==> config.mk <==
export PLATFORM = sky130hd
export DESIGN_NAME = eth_tx_framer_flat
export DESIGN_NICKNAME = d
export VERILOG_FILES = /design/src/rtl/eth_tx_framer_pkg.sv /design/src/rtl/eth_tx_framer_if.sv /design/src/rtl/crc32_byte.sv /design/src/rtl/eth_tx_framer.sv /design/src/flat_wrapper.sv
export SDC_FILE = /design/constraint.sdc
export NUM_CORES = 1
export LEC_CHECK = 0
export BUFFER_PORTS_ARGS = -buffer_cell sky130_fd_sc_hd__buf_2
export CAP_MARGIN = 20
export CORE_AREA = 2 2 75 48
export DETAILED_ROUTE_END_ITERATION = 6
export DIE_AREA = 0 0 77 50
export HOLD_SLACK_MARGIN = 0.12
export PLACE_DENSITY = 0.76
export SLEW_MARGIN = 15
export SYNTH_ARGS = -nofsm -noshare
export SYNTH_HDL_FRONTEND = slang
export SYNTH_SLANG_ARGS = --single-unit
==> constraint.sdc <==
create_clock -name clk -period 2.2 [get_ports clk]
set_clock_uncertainty 0.2 [all_clocks]
set_input_delay 0.22 -clock clk [delete_from_list [all_inputs] [get_ports clk]]
set_output_delay 0.22 -clock clk [all_outputs]
set_load 0.02 [all_outputs]
==> src/rtl/eth_tx_framer_pkg.sv <==
// Shared constants, FSM state type and the CRC-32 byte-update helper for the
// Ethernet TX framer.
// Contents: byte width, preamble/SFD bytes, minimum payload length, IFG
// length, CRC-32 polynomial and seed, counter width, state_e, crc32_update().
package eth_tx_framer_pkg;

    localparam int unsigned BYTE_LEN        = 8;
    localparam logic [7:0]  PREAMBLE_BYTE   = 8'h55;
    localparam logic [7:0]  SFD_BYTE        = 8'hD5;
    localparam int unsigned PREAMBLE_LEN    = 7;
    localparam int unsigned MIN_PAYLOAD_LEN = 60;
    localparam int unsigned IFG_CYCLES      = 48;
    localparam logic [31:0] CRC32_POLY      = 32'hEDB88320;
    localparam logic [31:0] CRC32_INIT      = 32'hFFFFFFFF;

    // One shared counter covers preamble, payload/pad length, FCS index and
    // IFG; it must hold MIN_PAYLOAD_LEN and IFG_CYCLES + 1.
    localparam int unsigned CNT_W = $clog2(MIN_PAYLOAD_LEN + 1);

    typedef enum logic [2:0] {
        StIdle,
        StPreamble,
        StSfd,
        StPayload,
        StPad,
        StFcs,
        StIfg
    } state_e;

    // Reflected CRC-32, one byte, LSB first.
    function automatic logic [31:0] crc32_update(input logic [31:0] crc,
                                                 input logic [7:0]  data);
        logic [31:0] c;
        c = crc ^ {24'h0, data};
        for (int i = 0; i < 8; i++) begin
            c = c[0] ? ((c >> 1) ^ CRC32_POLY) : (c >> 1);
        end
        return c;
    endfunction

endpackage

==> src/rtl/eth_tx_framer_if.sv <==
// Byte-level handshake bundle of the Ethernet TX framer.
// master: framer side (drives readclk, outclk, out, done, busy).
// slave : environment side (drives start, inclk, in, in_done, downstream_rdy).
interface eth_tx_framer_if;
    import eth_tx_framer_pkg::*;

    logic                start;
    logic                readclk;
    logic                inclk;
    logic [BYTE_LEN-1:0] in;
    logic                in_done;
    logic                downstream_rdy;
    logic                outclk;
    logic [BYTE_LEN-1:0] out;
    logic                done;
    logic                busy;

    modport master (
        input  start, inclk, in, in_done, downstream_rdy,
        output readclk, outclk, out, done, busy
    );

    modport slave (
        output start, inclk, in, in_done, downstream_rdy,
        input  readclk, outclk, out, done, busy
    );

endinterface

==> src/rtl/crc32_byte.sv <==
// Byte-serial CRC-32 register (reflected, seed all-ones).
// Ports: clk, rst (sync, active high), init (reload seed), inclk (byte
// strobe), in[7:0] (byte), crc[31:0] (running CRC, updates one cycle after
// inclk; not complemented).
module crc32_byte
    import eth_tx_framer_pkg::*;
(
    input  logic        clk,
    input  logic        rst,
    input  logic        init,
    input  logic        inclk,
    input  logic [7:0]  in,
    output logic [31:0] crc
);

    logic [31:0] crc_q;

    always_ff @(posedge clk) begin
        if (rst || init) begin
            crc_q <= CRC32_INIT;
        end else if (inclk) begin
            crc_q <= crc32_update(crc_q, in);
        end
    end

    assign crc = crc_q;

endmodule

==> src/rtl/eth_tx_framer.sv <==
// Ethernet TX framer: preamble, SFD, payload (one-byte holding register with
// request/response upstream), zero padding to the minimum length, optional
// FCS, then inter-frame gap.
// Ports: clk, rst (sync, active high), bus (eth_tx_framer_if.master).
// Build option: define ETH_TX_FCS_EN to append the 4-byte FCS via crc32_byte;
// without it no CRC logic is built and frames end after payload/pad.
module eth_tx_framer
    import eth_tx_framer_pkg::*;
(
    input  logic             clk,
    input  logic             rst,
    eth_tx_framer_if.master  bus
);

    localparam logic [CNT_W-1:0] PreLast = CNT_W'(PREAMBLE_LEN - 1);
    localparam logic [CNT_W-1:0] MinLen  = CNT_W'(MIN_PAYLOAD_LEN);
    localparam logic [CNT_W-1:0] MinLast = CNT_W'(MIN_PAYLOAD_LEN - 1);
    localparam logic [CNT_W-1:0] IfgLast = CNT_W'(IFG_CYCLES + 1);

    state_e              state_q, state_d;
    logic [CNT_W-1:0]    cnt_q, cnt_d;
    logic [BYTE_LEN-1:0] hold_q, hold_d;
    logic                hold_valid_q, hold_valid_d;
    logic                hold_last_q, hold_last_d;
    logic                pending_q, pending_d;
    logic                got_last_q, got_last_d;
    logic                outclk_q, outclk_d;
    logic [BYTE_LEN-1:0] out_q, out_d;
    logic                done_q, done_d;
    logic                readclk_q, readclk_d;
    logic                busy_q, busy_d;
    logic                can_emit;
    logic                last_data;

`ifdef ETH_TX_FCS_EN
    logic        crc_init;
    logic        crc_en;
    logic [31:0] crc;
    logic [31:0] fcs;

    assign crc_init = (state_q == StIdle) && bus.start;
    // CRC covers only payload and pad bytes, as they are emitted.
    assign crc_en   = outclk_d && ((state_q == StPayload) || (state_q == StPad));
    assign fcs      = ~crc;

    crc32_byte u_crc (
        .clk   (clk),
        .rst   (rst),
        .init  (crc_init),
        .inclk (crc_en),
        .in    (out_d),
        .crc   (crc)
    );
`endif

    always_comb begin
        state_d      = state_q;
        cnt_d        = cnt_q;
        hold_d       = hold_q;
        hold_valid_d = hold_valid_q;
        hold_last_d  = hold_last_q;
        pending_d    = pending_q;
        got_last_d   = got_last_q;
        outclk_d     = 1'b0;
        out_d        = out_q;
        done_d       = 1'b0;
        readclk_d    = 1'b0;
        last_data    = 1'b0;

        // outclk is registered: this cycle's decision appears next cycle, so
        // two consecutive outclk pulses are impossible.
        can_emit = bus.downstream_rdy && !outclk_q;

        // Upstream response; pending_q and hold_valid_q are never both set,
        // so this cannot collide with the emit below.
        if ((state_q == StPayload) && pending_q && bus.inclk) begin
            hold_d       = bus.in;
            hold_valid_d = 1'b1;
            hold_last_d  = bus.in_done;
            got_last_d   = bus.in_done;
            pending_d    = 1'b0;
        end

        unique case (state_q)
            StIdle: begin
                if (bus.start) begin
                    state_d      = StPreamble;
                    cnt_d        = '0;
                    hold_valid_d = 1'b0;
                    pending_d    = 1'b0;
                    got_last_d   = 1'b0;
                end
            end
            StPreamble: begin
                if (can_emit) begin
                    outclk_d = 1'b1;
                    out_d    = PREAMBLE_BYTE;
                    if (cnt_q == PreLast) begin
                        state_d = StSfd;
                        cnt_d   = '0;
                    end else begin
                        cnt_d = cnt_q + 1'b1;
                    end
                end
            end
            StSfd: begin
                if (can_emit) begin
                    outclk_d = 1'b1;
                    out_d    = SFD_BYTE;
                    state_d  = StPayload;
                    cnt_d    = '0;
                end
            end
            StPayload: begin
                if (!hold_valid_q && !pending_q && !got_last_q) begin
                    readclk_d = 1'b1;
                    pending_d = 1'b1;
                end
                if (can_emit && hold_valid_q) begin
                    outclk_d     = 1'b1;
                    out_d        = hold_q;
                    hold_valid_d = 1'b0;
                    if (cnt_q < MinLen) begin
                        cnt_d = cnt_q + 1'b1;
                    end
                    if (hold_last_q) begin
                        if (cnt_q >= MinLast) begin
                            last_data = 1'b1;
                        end else begin
                            state_d = StPad;
                        end
                    end
                end
            end
            StPad: begin
                if (can_emit) begin
                    outclk_d = 1'b1;
                    out_d    = '0;
                    cnt_d    = cnt_q + 1'b1;
                    if (cnt_q == MinLast) begin
                        last_data = 1'b1;
                    end
                end
            end
`ifdef ETH_TX_FCS_EN
            StFcs: begin
                if (can_emit) begin
                    outclk_d = 1'b1;
                    unique case (cnt_q[1:0])
                        2'd0: out_d = fcs[7:0];
                        2'd1: out_d = fcs[15:8];
                        2'd2: out_d = fcs[23:16];
                        2'd3: out_d = fcs[31:24];
                        default: out_d = fcs[7:0];
                    endcase
                    if (cnt_q[1:0] == 2'd3) begin
                        state_d = StIfg;
                        cnt_d   = '0;
                        done_d  = 1'b1;
                    end else begin
                        cnt_d = cnt_q + 1'b1;
                    end
                end
            end
`endif
            StIfg: begin
                // Entered in the done cycle: that cycle, the one after it,
                // then IFG_CYCLES more before returning to idle.
                if (cnt_q == IfgLast) begin
                    state_d = StIdle;
                end else begin
                    cnt_d = cnt_q + 1'b1;
                end
            end
            default: begin
                state_d = StIdle;
            end
        endcase

        if (last_data) begin
`ifdef ETH_TX_FCS_EN
            state_d = StFcs;
`else
            state_d = StIfg;
            done_d  = 1'b1;
`endif
            cnt_d = '0;
        end

        busy_d = (state_d != StIdle);
    end

    always_ff @(posedge clk) begin
        if (rst) begin
            state_q      <= StIdle;
            cnt_q        <= '0;
            hold_q       <= '0;
            hold_valid_q <= 1'b0;
            hold_last_q  <= 1'b0;
            pending_q    <= 1'b0;
            got_last_q   <= 1'b0;
            outclk_q     <= 1'b0;
            out_q        <= '0;
            done_q       <= 1'b0;
            readclk_q    <= 1'b0;
            busy_q       <= 1'b0;
        end else begin
            state_q      <= state_d;
            cnt_q        <= cnt_d;
            hold_q       <= hold_d;
            hold_valid_q <= hold_valid_d;
            hold_last_q  <= hold_last_d;
            pending_q    <= pending_d;
            got_last_q   <= got_last_d;
            outclk_q     <= outclk_d;
            out_q        <= out_d;
            done_q       <= done_d;
            readclk_q    <= readclk_d;
            busy_q       <= busy_d;
        end
    end

    assign bus.outclk  = outclk_q;
    assign bus.out     = out_q;
    assign bus.done    = done_q;
    assign bus.readclk = readclk_q;
    assign bus.busy    = busy_q;

endmodule

==> src/flat_wrapper.sv <==
// flat-port wrapper written by rule: the top's interface ports become plain ports
module eth_tx_framer_flat import eth_tx_framer_pkg::*;
  (clk, rst, bus_start, bus_inclk, bus_in, bus_in_done, bus_downstream_rdy, bus_readclk, bus_outclk, bus_out, bus_done, bus_busy);
  eth_tx_framer_if bus_i ();
  input  logic clk;
  input  logic rst;
  input wire logic [$bits(bus_i.start)-1:0] bus_start;
  input wire logic [$bits(bus_i.inclk)-1:0] bus_inclk;
  input wire logic [$bits(bus_i.in)-1:0] bus_in;
  input wire logic [$bits(bus_i.in_done)-1:0] bus_in_done;
  input wire logic [$bits(bus_i.downstream_rdy)-1:0] bus_downstream_rdy;
  output wire logic [$bits(bus_i.readclk)-1:0] bus_readclk;
  output wire logic [$bits(bus_i.outclk)-1:0] bus_outclk;
  output wire logic [$bits(bus_i.out)-1:0] bus_out;
  output wire logic [$bits(bus_i.done)-1:0] bus_done;
  output wire logic [$bits(bus_i.busy)-1:0] bus_busy;
  assign bus_i.start = bus_start;
  assign bus_i.inclk = bus_inclk;
  assign bus_i.in = bus_in;
  assign bus_i.in_done = bus_in_done;
  assign bus_i.downstream_rdy = bus_downstream_rdy;
  assign bus_readclk = bus_i.readclk;
  assign bus_outclk = bus_i.outclk;
  assign bus_out = bus_i.out;
  assign bus_done = bus_i.done;
  assign bus_busy = bus_i.busy;
  eth_tx_framer u_core (.clk(clk), .rst(rst), .bus(bus_i));
endmodule
== Yosys cells after proc, flatten, opt, wreduce, memory -nomap -nowiden ==
Cells that the tools add are included.
Storage, ports and cells
  latch bits: 0
  bits in read-only memories: 0
  memory bits (writable): 0
  register bits: 33
  output and inout port bits: 12
  memories kept: 0
  input port bits: 14
Cells by class
  bitwise logic cells: 1
  muxes and demuxes: 46
  shift operators: 0
  order comparisons: 2
  div/mod/pow operators: 0
  $add $sub $neg: 1
  multipliers: 0
  reductions and logical operators: 19
  equality and inequality tests: 15
Operator list (number)
  6-bit two-way mux: 8
  6-bit case mux with 6 select lines: 1
  8-bit two-way mux: 4
  8-bit case mux with 4 select lines: 1
  3-bit two-way mux: 9
  1-bit two-way mux: 18
  3-bit case mux with 6 select lines: 1
  6-bit == test (second input constant): 2
  2-bit != test (second input constant): 4
  1-bit case mux with 2 select lines: 4
  8-bit AND reduction: 1
  6-bit by 1-bit adder with 6-bit output (second input constant): 1
  3-bit by 2-bit == test with 1-bit output (second input constant): 2
  3-bit == test (second input constant): 2
  6-bit by 3-bit == test with 1-bit output (second input constant): 1
  6-bit >= comparator (second input constant): 1
  1-bit logical AND: 6
  6-bit < comparator (second input constant): 1
  2-bit by 1-bit != test with 1-bit output (second input constant): 3
  6-bit nonzero test: 1
  5-bit AND reduction: 1
  1-bit logical NOT: 4
  4-bit nonzero test: 1
  2-bit OR reduction: 2
  other kinds (5): 5

== Longest topological paths before layout ==
Gate-level depths: netlist (run 1).
  depth after elaboration: 7
  depth in mapped cells: 8
  depth with buffers taken out: 7

== Least setup slack after synthesis (run 1) ==
No wires, ideal clock.
  path kind: register to register
  start: register u_core.cnt_q[3]
  end: register u_core.busy_q, in the netlist u_core.bus.busy
  stages on the path, launching flop included: 7
  arrival: 1.654 ns
  path buffers: 1
  path slack: 0.231 ns
  cells stage by stage: dfxtp_1 -> buf_6 -> or4b_4 -> nor3_2 -> nor4_1 -> or3_1 -> o21ba_1
On the way
  cells in the longest elaborated chain, start to end: 7
RTL lines
  start, declared: line eth_tx_framer.sv:21  | logic [CNT_W-1:0] cnt_q, cnt_d;
  start signal, assigned: line eth_tx_framer.sv:209  | cnt_q <= cnt_d;
  6-bit >= comparator: line eth_tx_framer.sv:127  | if (cnt_q >= MinLast) begin
  3-bit two-way mux / 1-bit two-way mux (equally long branches): line eth_tx_framer.sv:127
  3-bit two-way mux / 1-bit two-way mux (equally long branches): line eth_tx_framer.sv:126  | if (hold_last_q) begin
  3-bit two-way mux / 1-bit two-way mux (equally long branches): line eth_tx_framer.sv:119  | if (can_emit && hold_valid_q) begin
  3-bit case mux with 6 select lines / 1-bit case mux with 2 select lines (equally long branches): line eth_tx_framer.sv:84  | unique case (state_q)
  3-bit two-way mux *: line eth_tx_framer.sv:180  | if (last_data) begin
  3-bit nonzero test *: line eth_tx_framer.sv:190  | busy_d = (state_d != StIdle);
  end signal, assigned: line eth_tx_framer.sv:219  | busy_q <= busy_d;
  end, declared: line eth_tx_framer.sv:31  | logic busy_q, busy_d;
Mark *: on every way between the ends. The rest lies on a longest branch, timed or not.
A chain may end at the register's enable or synchronous reset.

== Final worst setup path (run 1) ==
  start: register u_core.cnt_q[4]
  end: register u_core.busy_q, in the netlist u_core.bus.busy
Same word-level chain as after synthesis.

==> flow_summary.ini, run 1 <==
[layout]
diodes = 0
fillers = 292
num-nets-final = 260
syn_to_final_growth_pct = 24.2
drive_gt1_share_pct = 24.2

[global_route]
grt_use_met2_pct = 33.9
grt_usage_pct = 23.9
grt.busiest_layer = met1
grt_pass1_wl_um = 7170
grt.met1_usage_pct = 35.5
grt_max_degree = 26
grt.overflow.total = 0
grt_pass1_vias = 1444
antenna_found_initial = 0
gr-usage-met3_pct = 5.86

[clock_network]
clock_path_buffers = 2
cts.htree.levels = 2
post_cts_resized = 0
clkSlewWorstSetupHoldPaths_ns = 0.07
cts_tree = yes
clockRootBuffer = clkbuf_8
cts_buffers = 5
clkSinkCount = 33
clock_latency_ns = 0.29

[detailed_routing]
vias = 1628
drt_iter0_drc = 150
final_antenna_net_count = 0
drc_errors = 0
wirelength_um = 4190
wl_per_cell_um = 14.5
dr.pass1.iters = 6
via_per_inst = 5.63

[sta]
fmax_mhz = 487
hold_violations = 0
worst_pin_slew_ns = 0.437
slew_violations = 0
tns_ns = 0
setup_viol = 0
period_share_pct = 93.3
slew_headroom_pct = 70.9
setup_slack_ns = 0.147
rsz0062_at_grt = no
min_period_ns = 2.05

[synthesis]
synth_nets = 217
yosys_warnings = 0
synth.top_cell.area_share_pct = 39.0
netlist_instances = 200
ys_async_sr_fraction_pct = 0
ys_ff_latch = 33
synth-seq-area-share_pct = 39.0
syn_avg_cell_area_um2 = 8.47
synth_area_leaders = dfxtp_1, a21oi_1, nand2_1
yosysMostFrequentCell = dfxtp_1
synth_edf_count = 0
ys_types = 50
synth_top_area_cell = dfxtp_1
ys_top_cells_by_count = dfxtp_1, nand2_1, a21oi_1
netlist_area_um2 = 1690
synth_flop_cell = dfxtp_1

[critical_path]
cp-end-kind = flip-flop
start_kind = flip-flop
critical_path_class = flip-flop to flip-flop
slowest_stage = or4b_4
crit_arrival_ns = 2.03
required_ns = 2.18
reg2regPathDepth = 5
cp_cell_sequence = or4b_4 -> nor3_2 -> nor4_1 -> or3_1 -> o21ba_1
critPathMaxStageDelay_ns = 0.56
crit_fanout = 7

[worst_hold_path]
min_path_type = input pin to flip-flop
whs_path_depth = 3

[floorplanning]
fp.dieH_um = 50
die_width_um = 77
num_rows = 16
io_pins = 26
die-area_um2 = 3850
coreArea_um2 = 3160
initial_core_util_pct = 53.6

[power]
power.leakage_nw = 0.839
peakVddDrop_v = 0.000332
power.density_nw_per_um2 = 633

[place]
pre_cts_ws_ns = 0.165
port-buffer-count = 25
place_congestion = 0.924
hpwl_um = 2920

[run]
cap_viol_max_count = 0

[run_status]
outcome = finished, final reports clean
[worst max-delay path: cells and delay by family (launching register included)]
kind | cells | cell delay, ns
AND/OR/NAND/NOR | 4 | 1.21
flip-flops | 1 | 0.36
AO/OA/AOI/OAI | 1 | 0.17
[sequential cells by signal (all words and copies together) (netlist names)]
register and flops:
u_core.hold_q 8, u_core.bus.busy 1, u_core.cnt_q 6, u_core.bus.outclk 1, u_core.pending_q 1, u_core.bus.out 8
u_core.bus.done 1, u_core.got_last_q 1, u_core.hold_valid_q 1, u_core.hold_last_q 1, u_core.state_q 3, u_core.bus.readclk 1
[power by group]
group / internal [mW] / switching, mW / total (mW) / leakage [nW]
clock network: 0.369 / 0.222 / 0.591 / 0.0585
registers: 0.607 / 0.00721 / 0.614 / 0.267
logic: 0.0579 / 0.0689 / 0.127 / 0.513
[logic make-up after synthesis]
| group | after synthesis | synth area share, % |
|---|---|---|
| adder cells (fa/ha/maj) | 3 | 2.22 |
| AO/OA/AOI/OAI | 55 | 21.9 |
| buffers and inverters | 17 | 6.79 |
| XOR/XNOR | 1 | 0.517 |
| AND/OR/NAND/NOR | 91 | 29.5 |
| flip-flops | 33 | 39.0 |
[final cells by class]
type | count | area (µm²) | area share, %
timing repair buffer | 50 | 338 | 16.1
sequential | 33 | 661 | 31.4
clock buffer | 7 | 86.3 | 4.10
multi-input combinational | 150 | 918 | 43.7
inverter | 3 | 13.8 | 0.654
tap | 45 | 56.3 | 2.68
clock inverter | 1 | 30.0 | 1.43
[placed cells by master, fill, tap and decap left out, types with 2 or more instances in the layout]
cell type / Yosys / routed
a21boi_1: 2 / 2
buf_4: 0 / 15
inv_1: 2 / 2
ha_1: 3 / 3
nor2_1: 12 / 12
a211oi_2: 2 / 2
nor3b_1: 2 / 2
nand4bb_1: 2 / 2
dfxtp_1: 33 / 33
nor2b_1: 6 / 6
o31ai_1: 4 / 4
nand2b_1: 3 / 3
nand4_1: 9 / 9
buf_2: 3 / 25
nand3_1: 3 / 3
a21oi_1: 26 / 26
o2111ai_1: 5 / 5
nor3_1: 5 / 5
and3_1: 2 / 2
nand2_1: 31 / 31
dlygate4sd3_1: 0 / 10
clkbuf_8: 0 / 6
nand3b_1: 3 / 3
or4_1: 3 / 3
o21ai_0: 4 / 4
[routing by layer]
layer	wire (µm)	up-vias
li1	-	809
met1	2070	744
met2	1700	68
met3	379	7
met4	45	0
met5	0	-
[timing repair]
item                                    4_1_cts  5_1_grt
endpoints found under the setup margin        0        1
buffers inserted                              0        1
hold buffers                                 10        0
endpoints found under the hold margin        11        0
[metrics by stage]
step           cells  power [mW]  instance area [µm²]  utilization [%]  hold WS [ns]
2_1_floorplan    200       0.699                 1690                -         0.100
6_report         289        1.33                 2100             66.5         0.114
3_3_place_gp     270       0.734                 1880             59.4         0.235
4_1_cts          288        1.33                 2100             66.3         0.124
5_1_grt          289        1.38                 2100             66.5         0.125
3_5_place_dp     270       0.735                 1880             59.4         0.243
[path summary, 6_finish.rpt]
check	from	end	slack [ns]
max	u_core.cnt_q[4]	u_core.bus.busy	0.15
min	bus_start	u_core.got_last_q	0.11
max reg2reg	u_core.cnt_q[4]	u_core.bus.busy	0.15
min reg2reg	u_core.bus.out[7]	u_core.bus.out[7]	0.25
Note: power is estimated with default switching activity, not from simulation.
==> run 2, diff against run 1 <==
--- a/config.mk
+++ b/config.mk
@@ -6,10 +6,10 @@
 export NUM_CORES = 1
 export LEC_CHECK = 0
 export BUFFER_PORTS_ARGS = -buffer_cell sky130_fd_sc_hd__buf_2
-export CAP_MARGIN = 20
-export CORE_AREA = 2 2 75 48
+export CAP_MARGIN = 0
+export CORE_AREA = 3 3 76 49
 export DETAILED_ROUTE_END_ITERATION = 6
-export DIE_AREA = 0 0 77 50
+export DIE_AREA = 0 0 79 52
 export HOLD_SLACK_MARGIN = 0.12
 export PLACE_DENSITY = 0.76
 export SLEW_MARGIN = 15
==> run 2 against run 1 <==
Clock power decreased by 22%. Non-clock buffer count is 5 lower. Sequential share of layout area up 1.0 points. Worst hold slack better by 0.026 ns. Maximum frequency hardly changed. Critical path depth up 1. Combinational power down 6%. Die area rose by 6.7%. Flip-flop and latch count unchanged. Power shrank 10%. Via count barely moved. Worst setup slack gained 0.0016 ns. Critical path type unchanged. Critical endpoint is now u_core.cnt_q[3]. Largest cell class unchanged.
==> flow_summary.ini, run 2 (synthesized netlist as in run 1, its figures left out) <==
[sta]
tns_ns = 0
rsz0062_at_grt = no
period_share_pct = 93.2
slew_violations = 0
slew_headroom_pct = 65.0
fmax_mhz = 488
hold_violations = 0
holdWs_ns = 0.140
worst_pin_slew_ns = 0.524
setup_viol = 0
min_period_ns = 2.05

[power]
power.leakage_nw = 0.799
p_comb_share_pct = 10.0
seqPwrFrac_pct = 51.7
power.share.clock_pct = 38.4
sw_frac_of_total_pct = 23.9
intPower_mw = 0.910
peakVddDrop_v = 0.000462
p_switching_mw = 0.286
power.density_nw_per_um2 = 587

[layout]
layout_common_cells = dfxtp_1, nand2_1, a21oi_1
diodes = 0
drive_gt1_share_pct = 22.3
multiInputGateArea_um2 = 918
fillers = 287
final_cell_area_um2 = 2040
seq_area_um2 = 661
final_common_cell = dfxtp_1
num-nets-final = 255
syn_to_final_growth_pct = 20.2

[global_route]
grt_pass1_wl_um = 7050
grt_max_degree = 26
grt_pass1_vias = 1426
antenna_found_initial = 0
grt_usage_pct = 22.3
grt.overflow.total = 0

[floorplanning]
io_pins = 26
initial_core_util_pct = 53.6
die-area_um2 = 4110
fp.dieH_um = 52
die_width_um = 79
num_rows = 16
coreArea_um2 = 3160

[critical_path]
crit_arrival_ns = 2.01
required_ns = 2.16
cp-end-kind = flip-flop
critPathMaxStageDelay_ns = 0.61
critical_path_class = flip-flop to flip-flop
cp_cell_sequence = nand4_1 -> or4_1 -> nand4_1 -> buf_4 -> nand4bb_1 -> a21oi_1
start_kind = flip-flop
crit_fanout = 14
crit_top_cell = nand4_1
slowest_stage = dfxtp_1
worst_path_dominant_cell_family = simple AND/OR/NAND/NOR gates
critPathBufInv = 1

[place]
port-buffer-count = 25
placed_cell_area_um2 = 1850
hpwl_um = 2950
place_congestion = 0.873

[clock_network]
clock_path_buffers = 2
clkSinkCount = 33
cts_tree = yes
cts.htree.levels = 2
clock_latency_ns = 0.28
clockRootBuffer = clkbuf_8
cts_buffers = 5
clkSlewWorstSetupHoldPaths_ns = 0.07

[run]
cap_viol_max_count = 0

[detailed_routing]
final_antenna_net_count = 0
dr.pass1.iters = 5
drc_errors = 0
wl_per_cell_um = 14.9
wirelength_um = 4210
vias = 1627
via_per_inst = 5.75
drt_iter0_drc = 155

[run_status]
outcome = finished, final reports clean

[worst_hold_path]
min_path_type = input pin to flip-flop
run 2: power groups by stage:
stage	Combinational [mW]	Clock, mW	Sequential, mW
final	0.119	0.459	0.618
after global routing	0.129	0.492	0.619
after CTS	0.116	0.469	0.618
after detailed placement	0.103	0	0.631
after global placement	0.102	0	0.630
after floorplan	0.0649	0	0.635
run 2: layout make-up:
cell class,instances,share of cell area [%]
clock buffers,7,4.24
flip-flops and latches,33,32.5
well taps,45,2.77
multi-input cells,150,45.1
repair buffers,45,14.8
inverters,3,0.676
run 2: repair_timing:
item	in CTS	in global routing
hold buffers	10	0
gates resized for setup	0	0
endpoints found under the hold margin	11	0
setup buffers	0	0
run 2: tightest hold or removal path, delay by kind of cell:
family | cells | cell delay [ns]
compound gates | 2 | 0.22
buf+inv | 1 | 0.12
run 2: metrics by stage:
stage | setup WS [ns] | cells | utilization [%] | power, mW
finish | 0.149 | 283 | 64.4 | 1.20
global route | 0.0249 | 283 | 64.4 | 1.24
CTS | 0.173 | 283 | 64.4 | 1.20
detailed placement | 0.193 | 266 | 58.5 | 0.734
global placement | 0.185 | 266 | 58.5 | 0.733
floorplan | 0.231 | 200 | - | 0.699
run 2: final timing paths:
path,slack [ns],depth (start not counted),to,start
worst max-delay path,0.15,6,u_core.cnt_q[3],u_core.state_q[2]
worst min-delay path,0.14,3,u_core.got_last_q,bus_start
worst max register to register,0.15,6,u_core.cnt_q[3],u_core.state_q[2]
worst min register to register,0.25,2,u_core.bus.out[4],u_core.bus.out[4]
run 2: metal layers:
layer	GRT usage, %	wire, µm	share of wire (%)	vias to the layer above
li1	-	-	-	797
met4	6.00	40	0.95	0
met5	0	0	0	-
met1	32.7	2030	48	742
met2	32.5	1730	41	81
met3	5.36	401	9.5	7
